===== config.mk =====
export PLATFORM = sky130hd
export DESIGN_NAME = frame_buffer_writer_flat
export DESIGN_NICKNAME = d
export VERILOG_FILES = /design/src/rtl/fb_writer_pkg.sv /design/src/rtl/frame_buffer_writer_if.sv /design/src/rtl/rgb565_thresh.sv /design/src/rtl/frame_buffer_writer.sv /design/src/flat_wrapper.sv
export SDC_FILE = /design/constraint.sdc
export NUM_CORES = 1
export LEC_CHECK = 0
export ABC_AREA = 1
export CAP_MARGIN = 10
export CORE_ASPECT_RATIO = 0.6
export CORE_MARGIN = 3
export CORE_UTILIZATION = 30
export CTS_CLUSTER_DIAMETER = 80
export DETAILED_ROUTE_END_ITERATION = 10
export HOLD_SLACK_MARGIN = 0.12
export PLACE_DENSITY = 0.65
export SYNTH_ARGS = -nofsm -noshare
export SYNTH_HDL_FRONTEND = slang
export SYNTH_HIERARCHICAL = 1
export SYNTH_SLANG_ARGS = --single-unit

===== constraint.sdc =====
create_clock -name clk_in -period 4.5 [get_ports clk_in]
set_clock_uncertainty 0.2 [all_clocks]
set_input_delay 0.9 -clock clk_in [delete_from_list [all_inputs] [get_ports clk_in]]
set_output_delay 0.9 -clock clk_in [all_outputs]
set_load 0.05 [all_outputs]

===== src/rtl/fb_writer_pkg.sv =====
// Shared types and constants for the card frame buffer writer.
package fb_writer_pkg;

  // Writer control states.
  typedef enum logic [1:0] {
    IDLE     = 2'd0,
    WAIT_SOF = 2'd1,
    CAPTURE  = 2'd2,
    DONE     = 2'd3
  } fb_state_t;

  // RGB565 field positions.
  localparam int R_MSB = 15;
  localparam int R_LSB = 11;
  localparam int G_MSB = 10;
  localparam int G_LSB = 5;
  localparam int B_MSB = 4;
  localparam int B_LSB = 0;

  // Frame buffer address width (240*320 = 76800 words).
  localparam int ADDR_W = 17;

  // The buffer only ever holds pure black or pure white.
  localparam logic [15:0] BLACK = 16'h0000;
  localparam logic [15:0] WHITE = 16'hFFFF;

endpackage


===== src/rtl/frame_buffer_writer_if.sv =====
// Pixel stream in / BRAM write port out of the frame buffer writer.
//
// Handshake: the pixel stream has no backpressure. A pixel (pixel_data_in,
// hcount_in, vcount_in) is transferred in every cycle where pixel_valid_in is
// high and is ignored otherwise. capture_flag is a single-cycle request. On the
// BRAM side a word is written in every cycle where we_out is high; addr_out and
// data_out hold their last values while we_out is low.
interface frame_buffer_writer_if;
  import fb_writer_pkg::*;

  logic              capture_flag;
  logic              pixel_valid_in;
  logic [8:0]        hcount_in;
  logic [8:0]        vcount_in;
  logic [15:0]       pixel_data_in;
  logic [ADDR_W-1:0] addr_out;
  logic [15:0]       data_out;
  logic              we_out;
  logic              busy_out;
  logic              frame_done_out;

  // Writer side.
  modport slave (
    input  capture_flag, pixel_valid_in, hcount_in, vcount_in, pixel_data_in,
    output addr_out, data_out, we_out, busy_out, frame_done_out
  );

  // Camera / controller side.
  modport master (
    output capture_flag, pixel_valid_in, hcount_in, vcount_in, pixel_data_in,
    input  addr_out, data_out, we_out, busy_out, frame_done_out
  );

endinterface


===== src/rtl/rgb565_thresh.sv =====
// Combinational RGB565 brightness threshold: 2R + G + 2B >= THRESHOLD.
// Also used by the live preview path, so it stays free of any state.
module rgb565_thresh
  import fb_writer_pkg::*;
#(
  parameter logic [7:0] THRESHOLD = 8'd96
) (
  input  logic [15:0] pixel,
  output logic        white
);

  logic [7:0] sum;

  // Doubling R and B brings their 5-bit range up to G's 6-bit range;
  // the worst case 62 + 63 + 62 = 187 fits in 8 bits.
  always_comb begin
    sum   = {2'b00, pixel[R_MSB:R_LSB], 1'b0}
          + {2'b00, pixel[G_MSB:G_LSB]}
          + {2'b00, pixel[B_MSB:B_LSB], 1'b0};
    white = (sum >= THRESHOLD);
  end

endmodule


===== src/rtl/frame_buffer_writer.sv =====
// Captures one thresholded frame into the card frame buffer on request.
// Waits for a start of frame so a mid-frame request never yields a partial
// image, writes every in-frame pixel at y*WIDTH + x, then pulses done.
module frame_buffer_writer
  import fb_writer_pkg::*;
#(
  parameter int         WIDTH     = 240,
  parameter int         HEIGHT    = 320,
  parameter logic [7:0] THRESHOLD = 8'd96
) (
  input  logic                  clk_in,
  input  logic                  rst_in,
  frame_buffer_writer_if.slave  bus,
  output fb_state_t             state_out
);

  localparam logic [8:0]        X_END      = 9'(WIDTH);
  localparam logic [8:0]        Y_END      = 9'(HEIGHT);
  localparam logic [8:0]        X_LAST     = 9'(WIDTH - 1);
  localparam logic [8:0]        Y_LAST     = 9'(HEIGHT - 1);
  localparam logic [ADDR_W-1:0] ROW_STRIDE = ADDR_W'(WIDTH);

  fb_state_t         state, next_state;
  logic              in_frame, is_sof, is_last, accept, white;
  logic [ADDR_W-1:0] pix_addr;

  logic              we_q, busy_q, done_q;
  logic [ADDR_W-1:0] addr_q;
  logic [15:0]       data_q;

  rgb565_thresh #(.THRESHOLD(THRESHOLD)) u_thresh (
    .pixel (bus.pixel_data_in),
    .white (white)
  );

  // Pixel classification and linear address of the incoming pixel.
  always_comb begin
    in_frame = bus.pixel_valid_in && (bus.hcount_in < X_END) && (bus.vcount_in < Y_END);
    is_sof   = bus.pixel_valid_in && (bus.hcount_in == 9'd0) && (bus.vcount_in == 9'd0);
    is_last  = in_frame && (bus.hcount_in == X_LAST) && (bus.vcount_in == Y_LAST);
    pix_addr = {8'd0, bus.vcount_in} * ROW_STRIDE + {8'd0, bus.hcount_in};
  end

  // Next-state and pixel-accept decode. A (0,0) seen during CAPTURE is simply
  // written at address 0, which restarts the frame without leaving CAPTURE.
  always_comb begin
    next_state = state;
    accept     = 1'b0;
    case (state)
      IDLE: begin
        if (bus.capture_flag) next_state = WAIT_SOF;
      end
      WAIT_SOF: begin
        if (is_sof) begin
          accept     = 1'b1;
          next_state = CAPTURE;
        end
      end
      CAPTURE: begin
        accept = in_frame;
        if (is_last) next_state = DONE;
      end
      DONE: begin
        next_state = IDLE;
      end
      default: begin
        next_state = IDLE;
      end
    endcase
  end

  // State register and registered BRAM write port / status outputs.
  always_ff @(posedge clk_in) begin
    if (rst_in) begin
      state  <= IDLE;
      we_q   <= 1'b0;
      addr_q <= '0;
      data_q <= BLACK;
      busy_q <= 1'b0;
      done_q <= 1'b0;
    end else begin
      state  <= next_state;
      we_q   <= accept;
      if (accept) begin
        addr_q <= pix_addr;
        data_q <= white ? WHITE : BLACK;
      end
      busy_q <= (next_state != IDLE);
      done_q <= (state == DONE);
    end
  end

  assign bus.we_out         = we_q;
  assign bus.addr_out       = addr_q;
  assign bus.data_out       = data_q;
  assign bus.busy_out       = busy_q;
  assign bus.frame_done_out = done_q;
  assign state_out          = state;

endmodule

===== src/flat_wrapper.sv =====
// flat-port wrapper written by rule: the top's interface ports become plain ports
module frame_buffer_writer_flat import fb_writer_pkg::*;
#(
  parameter int         WIDTH     = 240,
  parameter int         HEIGHT    = 320,
  parameter logic [7:0] THRESHOLD = 8'd96
)
  (clk_in, rst_in, state_out, bus_capture_flag, bus_pixel_valid_in, bus_hcount_in, bus_vcount_in, bus_pixel_data_in, bus_addr_out, bus_data_out, bus_we_out, bus_busy_out, bus_frame_done_out);
  frame_buffer_writer_if bus_i ();
  input  logic clk_in;
  input  logic rst_in;
  output fb_state_t state_out;
  input wire logic [$bits(bus_i.capture_flag)-1:0] bus_capture_flag;
  input wire logic [$bits(bus_i.pixel_valid_in)-1:0] bus_pixel_valid_in;
  input wire logic [$bits(bus_i.hcount_in)-1:0] bus_hcount_in;
  input wire logic [$bits(bus_i.vcount_in)-1:0] bus_vcount_in;
  input wire logic [$bits(bus_i.pixel_data_in)-1:0] bus_pixel_data_in;
  output wire logic [$bits(bus_i.addr_out)-1:0] bus_addr_out;
  output wire logic [$bits(bus_i.data_out)-1:0] bus_data_out;
  output wire logic [$bits(bus_i.we_out)-1:0] bus_we_out;
  output wire logic [$bits(bus_i.busy_out)-1:0] bus_busy_out;
  output wire logic [$bits(bus_i.frame_done_out)-1:0] bus_frame_done_out;
  assign bus_i.capture_flag = bus_capture_flag;
  assign bus_i.pixel_valid_in = bus_pixel_valid_in;
  assign bus_i.hcount_in = bus_hcount_in;
  assign bus_i.vcount_in = bus_vcount_in;
  assign bus_i.pixel_data_in = bus_pixel_data_in;
  assign bus_addr_out = bus_i.addr_out;
  assign bus_data_out = bus_i.data_out;
  assign bus_we_out = bus_i.we_out;
  assign bus_busy_out = bus_i.busy_out;
  assign bus_frame_done_out = bus_i.frame_done_out;
  frame_buffer_writer #(.WIDTH(WIDTH), .HEIGHT(HEIGHT), .THRESHOLD(THRESHOLD)) u_core (.clk_in(clk_in), .rst_in(rst_in), .bus(bus_i), .state_out(state_out));
endmodule

==> Flow_metrics.wiki, run 1 <==
{| class="wikitable"
! Metric !! Value
|-
| Outcome || completed
|-
| Detailed Route WL || 7140 microns
|-
| Internal cell power || roughly 0.74 mW
|-
| Number of buffer cells added on primary ports || 74
|-
| Async set-or-reset flop fraction in the synthesized netlist || 0
|-
| Prevailing post-synth register cell || sky130_fd_sc_hd__dfxtp_1
|-
| Highest-delay cell along the critical path || sky130_fd_sc_hd__clkdlybuf4s50_1
|-
| Sequential power share || 0.178
|-
| TritonCTS clock tree || done
|-
| Type of the setup path with the least slack || primary input to flop
|-
| Combined global-route utilization of all metal layers || 0.136
|-
| Maximum clock frequency || ~0.24 GHz
|-
| Critical Path RT || 4.46 ns
|-
| Worst setup margin || 0.296 ns
|-
| First-pass GRT wire length || approximately 12,000 microns
|-
| Netlist area before placement || around 0.0029 sq mm
|-
| Share of synthesized area occupied by flip-flops and latches || 0.161
|-
| Clock buffer count from CTS || 3
|-
| Count of endpoints failing setup in the final report || 0
|-
| Syn Nets || between 400 and 500
|-
| Worst Path Buf+Inv || 6
|-
| Post-placement setup slack || -0.207 ns
|-
| CTS max path bufs || 2
|-
| Number of sinks handled by clock tree synthesis || 23
|-
| Switching power summed over all nets || around 0.60 mW
|-
| Number of buffers inserted by hold repair at cts || 0
|-
| Global route overflow || 0
|-
| Commonest cells in the netlist || 77 x sky130_fd_sc_hd__inv_1, 67 x sky130_fd_sc_hd__nand2_1, 43 x sky130_fd_sc_hd__nor2_1, 36 x sky130_fd_sc_hd__ha_1, 23 x sky130_fd_sc_hd__dfxtp_1
|-
| Number of global-route vias before repair || approximately 2,600
|-
| Netlist cell types || 34
|-
| Type of element launching the critical path || primary input
|-
| Overall die area || between 0.01 and 0.015 sq mm
|-
| Worst Tran Pin Value || around 0.52 ns
|-
| Most common cell in the synthesized netlist || sky130_fd_sc_hd__inv_1
|-
| Most used cell along the critical path || sky130_fd_sc_hd__nand2_1
|-
| Warnings, synthesis || 6
|-
| Max-slew violation count || 0
|-
| Leakage || just under 2 nW
|-
| Maximum Capacitance Violations || 0
|-
| Hold WC Path Type || flop to flop
|-
| Number of vias in the routed layout || roughly 2,600
|-
| Area growth syn-to-layout || 37.6%
|-
| Cell accounting for the most synthesized area || sky130_fd_sc_hd__dfxtp_1
|-
| Vertical die dimension || between 80 and 90 microns
|-
| Effective utilization at floorplan || 0.322
|-
| Crit-path leading delay family || adder cells
|-
| Share of power burned in combinational logic || 0.677
|-
| Pwr/cell area || approximately 340 mW/mm^2
|-
| DRC violation count after routing || 0
|-
| Final Hold Vio Count || 0
|-
| Top post-synthesis cells by area || sky130_fd_sc_hd__dfxtp_1 16%, sky130_fd_sc_hd__ha_1 16%, sky130_fd_sc_hd__fa_1 15%
|-
| Hold depth || 2
|-
| Fraction of final layout cells sized beyond drive strength 1 || 0.118
|-
| Average wire per standard cell || 11.9 microns
|-
| Placed wire-length estimate || approximately 6100 microns
|-
| Placer's final routability congestion estimate || approximately 0.86
|-
| Final critical-path required period || between 4 and 5 ns
|-
| Worst relative slew slack || 0.652
|-
| DR iter-0 viols || 103
|-
| Peak supply drop || roughly 140 uV
|-
| Count of flip-flops with a built-in enable after synthesis || 0
|-
| Horizontal die dimension || between 100 and 150 microns
|-
| Clock latency reported for the late side of the worst-skew pair || ~0.26 ns
|-
| Final TNS setup || 0 ns
|-
| Initial antenna violation count || 0
|-
| Overall Power || 1.33 mW
|-
| Cells on worst reg2reg path || 12
|-
| Switching Fraction || 0.447
|-
| Pin count of the biggest net entering global routing || 28
|-
| Setup repair after global routing missed its margin || no
|-
| Worst stage delay on the critical path || around 0.53 ns
|-
| Clk pin slew, worst setup/hold paths || roughly 0.060 ns
|-
| Register bit total from synthesis || 23
|-
| Highest fanout seen on the critical path || 5
|-
| Cell Rows || 26
|-
| Net count, final || around 570
|-
| H-tree levels || 1
|-
| Average via count per standard cell || around 4.4
|-
| Number of instances in the synthesized netlist || 390
|-
| Setup crit end kind || flop
|-
| Fin crit share || 0.934
|-
| Total iterations of the first detailed-routing run || 4
|-
| Top cell type's share of synthesized area || 0.161
|-
| Path length in cells of the critical path || 19
|-
| Ant diodes || 0
|-
| Clk Tree Root Cell || sky130_fd_sc_hd__clkbuf_16
|-
| Number of nets with antenna violations after detailed routing || 0
|-
| Number of top-level pins || 76
|-
| Fraction of power consumed by the clock network || 0.145
|-
| Synthesized area per cell || 7.34 sq um
|-
| Crit-path cells || clkdlybuf4s50_1, clkinvlp_4, fa_1, fa_1, inv_1, ha_1, nand2_1, inv_1, nand2_1, nand3_1, nand2_1, nand2_2, nand2_1, nor2_2, buf_4, a21oi_1, o21ai_0, nand2_1, inv_1
|-
| Arrival time of the worst setup path || between 4 and 5 ns
|-
| Area of the core || about 0.0089 sq mm
|}
[layer usage]
layer	track usage	part of all wire	vias to the layer above
met3	0.0563	0.093	14
met5	0	0	-
li1	-	-	1362
met4	0.0283	0.016	0
met2	0.213	0.41	90
met1	0.177	0.48	1160
[final timing paths]
check	startpoint	to	slack, ns
worst max-delay path	bus_vcount_in[6]	u_core/bus.addr_out[13]$_SDFFE_PP0P_	0.30
worst min-delay path	u_core/bus.addr_out[8]$_SDFFE_PP0P_	u_core/bus.addr_out[8]$_SDFFE_PP0P_	0.29
worst max register to register	u_core/state_out[0]$_SDFF_PP0_	u_core/bus.addr_out[12]$_SDFFE_PP0P_	2.16
worst min register to register	u_core/bus.addr_out[8]$_SDFFE_PP0P_	u_core/bus.addr_out[8]$_SDFFE_PP0P_	0.29
[worst min-delay path, stage by stage (launching register included)]
cell and delay, ns:
sky130_fd_sc_hd__dfxtp_1 0.32, sky130_fd_sc_hd__nor2_1 0.04, sky130_fd_sc_hd__nor2_1 0.08
[registers in the layout (all words and copies together), names as in the netlist]
| signal | cells |
|---|---|
| u_core/bus.addr_out | 17 |
| u_core/bus.busy_out | 1 |
| u_core/bus.data_out | 1 |
| u_core/bus.frame_done_out | 1 |
| u_core/bus.we_out | 1 |
| u_core/state_out | 2 |
[power groups by stage]
stage          Sequential (mW)  Combinational, mW  Clock (mW)
3_3_place_gp             0.241              0.856           0
2_1_floorplan            0.299              0.549           0
6_report                 0.237              0.903       0.193
4_1_cts                  0.238              0.883       0.201
5_1_grt                  0.240               1.01       0.209
3_5_place_dp             0.242              0.876           0
[cell type report]
class                   instances  area [sq um]
multi-input cells             267          1980
clock inverters                 1          5.00
repair buffers                102           961
flip-flops and latches         23           460
inverters                      80           304
clock buffers                   3          75.1
well taps                     126           158
fillers                       899          4940
[per-stage QoR]
stage                     utilization  area [sq um]  std cells  hold slack [ns]
after detailed placement        0.427          3800        594            0.278
final                           0.444          3940        602            0.286
after global placement          0.427          3800        594            0.277
after CTS                       0.436          3880        598            0.293
after floorplan                     -          2860        390            0.502
after global routing            0.444          3940        602            0.319
[cells in the final DEF (no fill, tap or decap), types with 8 or more instances in the layout]
| master | n |
|---|---|
| sky130_fd_sc_hd__inv_1 | 75 |
| sky130_fd_sc_hd__a21oi_1 | 15 |
| sky130_fd_sc_hd__buf_4 | 28 |
| sky130_fd_sc_hd__xnor2_1 | 8 |
| sky130_fd_sc_hd__fa_1 | 21 |
| sky130_fd_sc_hd__nand2_1 | 67 |
| sky130_fd_sc_hd__o21ai_0 | 17 |
| sky130_fd_sc_hd__ha_1 | 35 |
| sky130_fd_sc_hd__nor2_1 | 43 |
| sky130_fd_sc_hd__clkdlybuf4s50_1 | 70 |
| sky130_fd_sc_hd__dfxtp_1 | 23 |
| sky130_fd_sc_hd__nand3_1 | 21 |
| sky130_fd_sc_hd__nand4_1 | 8 |
[cells by family (layout without fill, tap and decap cells)]
logic type               Yosys count  in the layout  synth area share
AO/OA/AOI/OAI                     40             40            0.0774
flip-flops                        23             23             0.161
XOR/XNOR                          10             10            0.0372
AND/OR/NAND/NOR                  159            159             0.258
adder cells (fa/ha/maj)           58             58             0.311
buffers and inverters            100            186             0.155
[what timing repair did]
item	4_1_cts	5_1_grt
setup endpoints to repair	0	6
buffers inserted	0	4
resized for setup	0	9
(Power assumes the default switching activity.)
==> run 2: changes to the inputs <==
CTS_CLUSTER_SIZE = 20   (was unset)
REMOVE_ABC_BUFFERS = 1   (was unset)
==> run 2 against run 1 <==
Flip-flop and latch count unchanged. First-iteration DRC count down 35%. Global-route usage down 0.38 points. Worst hold slack about the same. Register-to-register slack worse by 0.11 ns. Clock power about the same. Critical path type unchanged. Critical endpoint is now u_core/bus.addr_out[15]$_SDFFE_PP0P_. Highest routed layer unchanged.
==> Flow_metrics.wiki, run 2 (synthesis gave the netlist of run 1 again) <==
{| class="wikitable"
! Metric !! Value
|-
| Vertical die dimension || between 80 and 90 microns
|-
| Critical Path RT || 4.46 ns
|-
| Placed wire-length estimate || around 6100 microns
|-
| Pwr/cell area || approximately 340 mW/mm^2
|-
| Worst setup margin || ~0.32 ns
|-
| H-tree levels || 1
|-
| Combined global-route utilization of all metal layers || 0.132
|-
| Number of buffer cells added on primary ports || between 70 and 80
|-
| DR iter-0 viols || between 60 and 70
|-
| Peak supply drop || ~160 uV
|-
| Worst stage delay on the critical path || between 0.5 and 0.6 ns
|-
| Most used cell along the critical path || sky130_fd_sc_hd__nand2_1
|-
| Setup crit end kind || flop
|-
| Crit-path cells || clkdlybuf4s50_1, clkinvlp_4, fa_1, fa_1, inv_1, ha_1, nand2_1, nor2_1, nand2_1, nand3_1, nand2_1, nand2_2, nand2_1, nor2_4, nand2_1, nand3_1, nand3_1, nand2_1, inv_1
|-
| Net count, final || 572
|-
| Sequential cell area || approximately 460 sq um
|-
| Hold depth || 2
|-
| Fraction of final layout cells sized beyond drive strength 1 || 0.116
|-
| Effective utilization at floorplan || 0.322
|-
| Clk pin slew, worst setup/hold paths || approximately 0.060 ns
|-
| Highest-count cells in the layout ignoring fill and taps || 75 x sky130_fd_sc_hd__inv_1, 70 x sky130_fd_sc_hd__clkdlybuf4s50_1, 67 x sky130_fd_sc_hd__nand2_1
|-
| Placer's final routability congestion estimate || around 0.85
|-
| Hold WC Path Type || flop to flop
|-
| Cell Rows || 26
|-
| Area growth syn-to-layout || 37.6%
|-
| Total iterations of the first detailed-routing run || 4
|-
| Fillers || roughly 890
|-
| Type of element launching the critical path || primary input
|-
| Final Hold Vio Count || 0
|-
| CTS max path bufs || 2
|-
| Most common library cell in the layout ignoring fill and taps || sky130_fd_sc_hd__inv_1
|-
| Final TNS setup || 0 ns
|-
| Maximum clock frequency || between 0.2 and 0.25 GHz
|-
| Number of vias in the routed layout || 2,672
|-
| Number of top-level pins || 76
|-
| Global route overflow || 0
|-
| Number of global-route vias before repair || 2,534
|-
| Clk Tree Root Cell || sky130_fd_sc_hd__clkbuf_16
|-
| Cells on worst reg2reg path || 12
|-
| Highest-delay cell along the critical path || sky130_fd_sc_hd__clkdlybuf4s50_1
|-
| Detailed Route WL || approximately 7100 microns
|-
| Leakage || 1.94 nW
|-
| Clock latency reported for the late side of the worst-skew pair || roughly 0.25 ns
|-
| Number of sinks handled by clock tree synthesis || 23
|-
| Flip-flop count of the largest register, all copies and words added || 17
|-
| Maximum Capacitance Violations || 0
|-
| Average via count per standard cell || between 4 and 5
|-
| First-pass GRT wire length || between 10,000 and 15,000 microns
|-
| Setup repair after global routing missed its margin || no
|-
| Max-slew violation count || 0
|-
| Number of buffers inserted by hold repair at cts || 0
|-
| Worst relative slew slack || 0.640
|-
| Final critical-path required period || roughly 4.2 ns
|-
| Overall die area || around 0.011 sq mm
|-
| Number of nets with antenna violations after detailed routing || 0
|-
| Combined area of the multi-input logic cells || between 0.0015 and 0.002 sq mm
|-
| Worst slack on hold paths || about 0.29 ns
|-
| Initial antenna violation count || 0
|-
| Average wire per standard cell || 11.8 microns
|-
| Highest fanout seen on the critical path || 5
|-
| TritonCTS clock tree || done
|-
| Pin count of the biggest net entering global routing || 28
|-
| Post-layout utilization of the core || 0.443
|-
| Overall Power || approximately 1.3 mW
|-
| Arrival time of the worst setup path || around 4.1 ns
|-
| Clock buffer count from CTS || 3
|-
| Count of endpoints failing setup in the final report || 0
|-
| Worst Tran Pin Value || 0.538 ns
|-
| Fin crit share || 0.929
|-
| Type of the setup path with the least slack || primary input to flop
|-
| Area of the core || between 0.008 and 0.009 sq mm
|-
| DRC violation count after routing || 0
|-
| Ant diodes || 0
|-
| Horizontal die dimension || around 130 microns
|-
| Outcome || completed
|-
| Post-placement setup slack || -0.183 ns
|}
-- run 2: cell types whose count changed in the layout (fill, tap and decap cells not counted) --
cell,previous run,this run
sky130_fd_sc_hd__buf_4,28,27
sky130_fd_sc_hd__nor2_2,1,0
sky130_fd_sc_hd__nor2_4,2,3
sky130_fd_sc_hd__o21ai_0,17,16
sky130_fd_sc_hd__o21ai_1,0,1
-- run 2: metal layers --
metal,vias to the layer above,global-route usage,part of all wire
met4,0,0.0147,0.0066
met5,-,0,0
li1,1358,-,-
met2,79,0.209,0.41
met3,4,0.0367,0.072
met1,1231,0.186,0.51
-- run 2: power breakdown --
group	total, mW	switching, mW	internal (mW)
Combinational	0.892	0.509	0.384
Sequential	0.236	0.0150	0.221
Clock	0.191	0.0719	0.119
-- run 2: worst paths after layout --
kind                                             from                                    to  slack [ns]
setup / recovery                     bus_vcount_in[6]  u_core/bus.addr_out[15]$_SDFFE_PP0P_        0.32
hold / removal    u_core/bus.addr_out[3]$_SDFFE_PP0P_   u_core/bus.addr_out[3]$_SDFFE_PP0P_        0.29
setup reg to reg       u_core/state_out[0]$_SDFF_PP0_  u_core/bus.addr_out[12]$_SDFFE_PP0P_        2.05
hold reg to reg   u_core/bus.addr_out[3]$_SDFFE_PP0P_   u_core/bus.addr_out[3]$_SDFFE_PP0P_        0.29
-- run 2: per-stage QoR --
stage          area (sq um)  instances
2_1_floorplan          2720        370
5_1_grt                3940        601
3_5_place_dp           3800        595
6_report               3940        601
4_1_cts                3880        599
3_3_place_gp           3800        595
-- run 2: timing repair --
action                                  4_1_cts  5_1_grt
buffers inserted                              0        2
endpoints found under the setup margin        0        6
resized for setup                             0       11
endpoints found under the hold margin         0        0
-- run 2: layout make-up --
type                       count  area share
clock buffer                   3      0.0191
clock inverter                 1     0.00127
inverter                      80      0.0772
multi-input combinational    267       0.503
sequential                    23       0.117
tap                          126      0.0401
timing repair buffer         101       0.242
-- run 2: worst max-delay path, delay by kind of cell --
kind | cells | cell delay, ns
buf+inv | 4 | 0.79
fa+ha+maj | 3 | 1.36
simple gates | 12 | 1.07
==> run 3: changes to the inputs <==
CORE_MARGIN = 2   (was 3)
==> run 3 against run 2 <==
Register-to-register slack about the same. First-iteration DRC count up 88%. Worst hold slack worse by 0.0024 ns. Combinational power up 0.8%. Non-clock buffer count up 2. Clock-buffer cell count up 1. Worst setup slack worse by 0.12 ns. Via count about the same. Wire length down 2.5%. Utilization down 1.5 points. Die area down 3.9%. Critical endpoint is now u_core/bus.addr_out[13]$_SDFFE_PP0P_. Largest cell class unchanged. Largest power group unchanged. Highest routed layer unchanged.
==> Flow_metrics.wiki, run 3 (synthesis gave the netlist of run 1 again) <==
{| class="wikitable"
! Metric !! Value
|-
| Most common library cell in the layout ignoring fill and taps || sky130_fd_sc_hd__inv_1
|-
| Area growth syn-to-layout || 38.1%
|-
| Met3 usage || 0.0295
|-
| Cell Rows || 27
|-
| Overall die area || 0.0104 sq mm
|-
| Overall Power || 1.33 mW
|-
| Clk pin slew, worst setup/hold paths || approximately 0.06 ns
|-
| Register-to-register setup slack || slightly above 2 ns
|-
| First-pass GRT wire length || 11,400 microns
|-
| DRC violation count after routing || 0
|-
| Critical Path RT || between 4 and 5 ns
|-
| Highest-count cells in the layout ignoring fill and taps || 77 x sky130_fd_sc_hd__inv_1, 71 x sky130_fd_sc_hd__clkdlybuf4s50_1, 67 x sky130_fd_sc_hd__nand2_1
|-
| H-tree levels || 1
|-
| Final Hold Vio Count || 0
|-
| Number of nets with antenna violations after detailed routing || 0
|-
| Maximum clock frequency || approximately 0.23 GHz
|-
| Effective utilization at floorplan || 0.310
|-
| Initial antenna violation count || 0
|-
| Placed wire-length estimate || about 5900 microns
|-
| Final critical-path required period || approximately 4.3 ns
|-
| Number of vias in the routed layout || 2,670
|-
| Fin crit share || 0.956
|-
| Setup repair after global routing missed its margin || no
|-
| Worst stage delay on the critical path || roughly 0.51 ns
|-
| Hold WC Path Type || flop to flop
|-
| Clock latency reported for the late side of the worst-skew pair || around 0.25 ns
|-
| Worst setup path endpoint || u_core/bus.addr_out[13]$_SDFFE_PP0P_
|-
| Met2 global-route usage || 0.229
|-
| Launching instance or port of the critical path || bus_vcount_in[3]
|-
| Number of sinks handled by clock tree synthesis || 23
|-
| Setup crit end kind || flop
|-
| Post-layout utilization of the core || 0.429
|-
| Startpoint of the most critical register-to-register path || u_core/state_out[0]$_SDFF_PP0_
|-
| Ant diodes || 0
|-
| Worst relative slew slack || 0.638
|-
| Vertical die dimension || 79.7 microns
|-
| Most heavily used metal layer in global routing || met2
|-
| Total iterations of the first detailed-routing run || 4
|-
| Average via count per standard cell || ~4.4
|-
| Area of the core || slightly above 0.009 sq mm
|-
| DR iter-0 viols || around 130
|-
| Fin area || approximately 0.0040 sq mm
|-
| Placer's final routability congestion estimate || 0.840
|-
| Number of global-route vias before repair || between 2,000 and 3,000
|-
| Area post-placement || 0.00382 sq mm
|-
| Detailed Route WL || roughly 6900 microns
|-
| CTS max path bufs || 2
|-
| Highest fanout seen on the critical path || 3
|-
| Highest-delay cell along the critical path || sky130_fd_sc_hd__fa_1
|-
| Maximum Capacitance Violations || 0
|-
| Flip-flop count of the largest register, all copies and words added || 17
|-
| Worst Tran Pin Value || 0.541 ns
|-
| Crit-path cells || clkdlybuf4s50_1, inv_1, fa_1, fa_1, inv_1, ha_4, xnor2_1, ha_1, nand2_1, o211ai_1, nand3b_1, nor2_2, buf_4, a21oi_1, o21ai_0, nand2_1, inv_1
|-
| Type of element launching the critical path || primary input
|-
| Outcome || completed
|-
| Clock buffer count from CTS || 3
|-
| Global Route met1 Usage || 0.185
|-
| Number of top-level pins || 76
|-
| Clk Tree Root Cell || sky130_fd_sc_hd__clkbuf_16
|-
| Max-slew violation count || 0
|-
| Capture instance of the worst register-to-register path || u_core/bus.addr_out[11]$_SDFFE_PP0P_
|-
| Global route overflow || 0
|-
| Net count, final || approximately 570
|-
| Hold depth || 2
|-
| TritonCTS clock tree || done
|-
| Count of endpoints failing setup in the final report || 0
|-
| Cells on worst reg2reg path || 12
|-
| Fraction of final layout cells sized beyond drive strength 1 || 0.113
|-
| Peak supply drop || around 150 uV
|-
| Pin count of the biggest net entering global routing || 28
|-
| Horizontal die dimension || ~130 microns
|-
| Pwr/cell area || approximately 340 mW/mm^2
|-
| Number of buffers inserted by hold repair at cts || 0
|-
| Final TNS setup || 0 ns
|-
| Most used cell along the critical path || sky130_fd_sc_hd__inv_1
|-
| Combined global-route utilization of all metal layers || 0.137
|-
| Arrival time of the worst setup path || ~4.3 ns
|-
| Average wire per standard cell || ~11 microns
|-
| Type of the setup path with the least slack || primary input to flop
|-
| Leakage || approximately 1.9 nW
|-
| Number of buffer cells added on primary ports || 74
|}
run 3: layout make-up:
class                   instances  area (sq um)
repair buffers                103           966
flip-flops and latches         23           460
fillers                       915          5270
clock buffers                   4          78.8
inverters                      80           300
well taps                     130           163
multi-input cells             267          1980
run 3: worst max-delay path, delay by kind of cell:
kind | cells | cell delay, ns
xor gates and xnor gates | 1 | 0.12
AOI/OAI and AO/OA | 3 | 0.42
adders and majority gates | 4 | 1.52
buffers and inverters | 5 | 0.80
and+or+nand+nor | 4 | 0.52
run 3: report_power, final:
part	internal, mW	switching [mW]	total (mW)
registers	0.221	0.0150	0.236
clock network	0.121	0.0701	0.191
logic	0.391	0.508	0.899
run 3: worst min path at each step:
stage,slack (ns),start,endpoint
floorplan,0.51,u_core/bus.addr_out[0]$_SDFFE_PP0P_,u_core/bus.addr_out[0]$_SDFFE_PP0P_
global placement,0.27,u_core/bus.addr_out[3]$_SDFFE_PP0P_,u_core/bus.addr_out[3]$_SDFFE_PP0P_
detailed placement,0.28,u_core/bus.addr_out[3]$_SDFFE_PP0P_,u_core/bus.addr_out[3]$_SDFFE_PP0P_
CTS,0.29,u_core/bus.addr_out[3]$_SDFFE_PP0P_,u_core/bus.addr_out[3]$_SDFFE_PP0P_
global route,0.31,u_core/bus.addr_out[5]$_SDFFE_PP0P_,u_core/bus.addr_out[5]$_SDFFE_PP0P_
finish,0.28,u_core/bus.addr_out[3]$_SDFFE_PP0P_,u_core/bus.addr_out[3]$_SDFFE_PP0P_
run 3: per-layer routing:
layer	vias up	wire length, microns
met1	1220	3360
met2	78	2930
met4	0	82
met3	8	520
li1	1364	-
met5	-	0
run 3: through the flow:
step	setup slack [ns]	hold slack, ns	instances
after floorplan	-2.03	0.505	370
after global placement	-0.135	0.271	600
after detailed placement	-0.222	0.280	600
after CTS	0.0314	0.292	604
after global routing	0.00197	0.310	607
final	0.199	0.283	607
run 3: what timing repair did:
action                     4_1_cts  5_1_grt
buffers inserted                 0        3
resized for setup                0        6
setup endpoints to repair        0        6
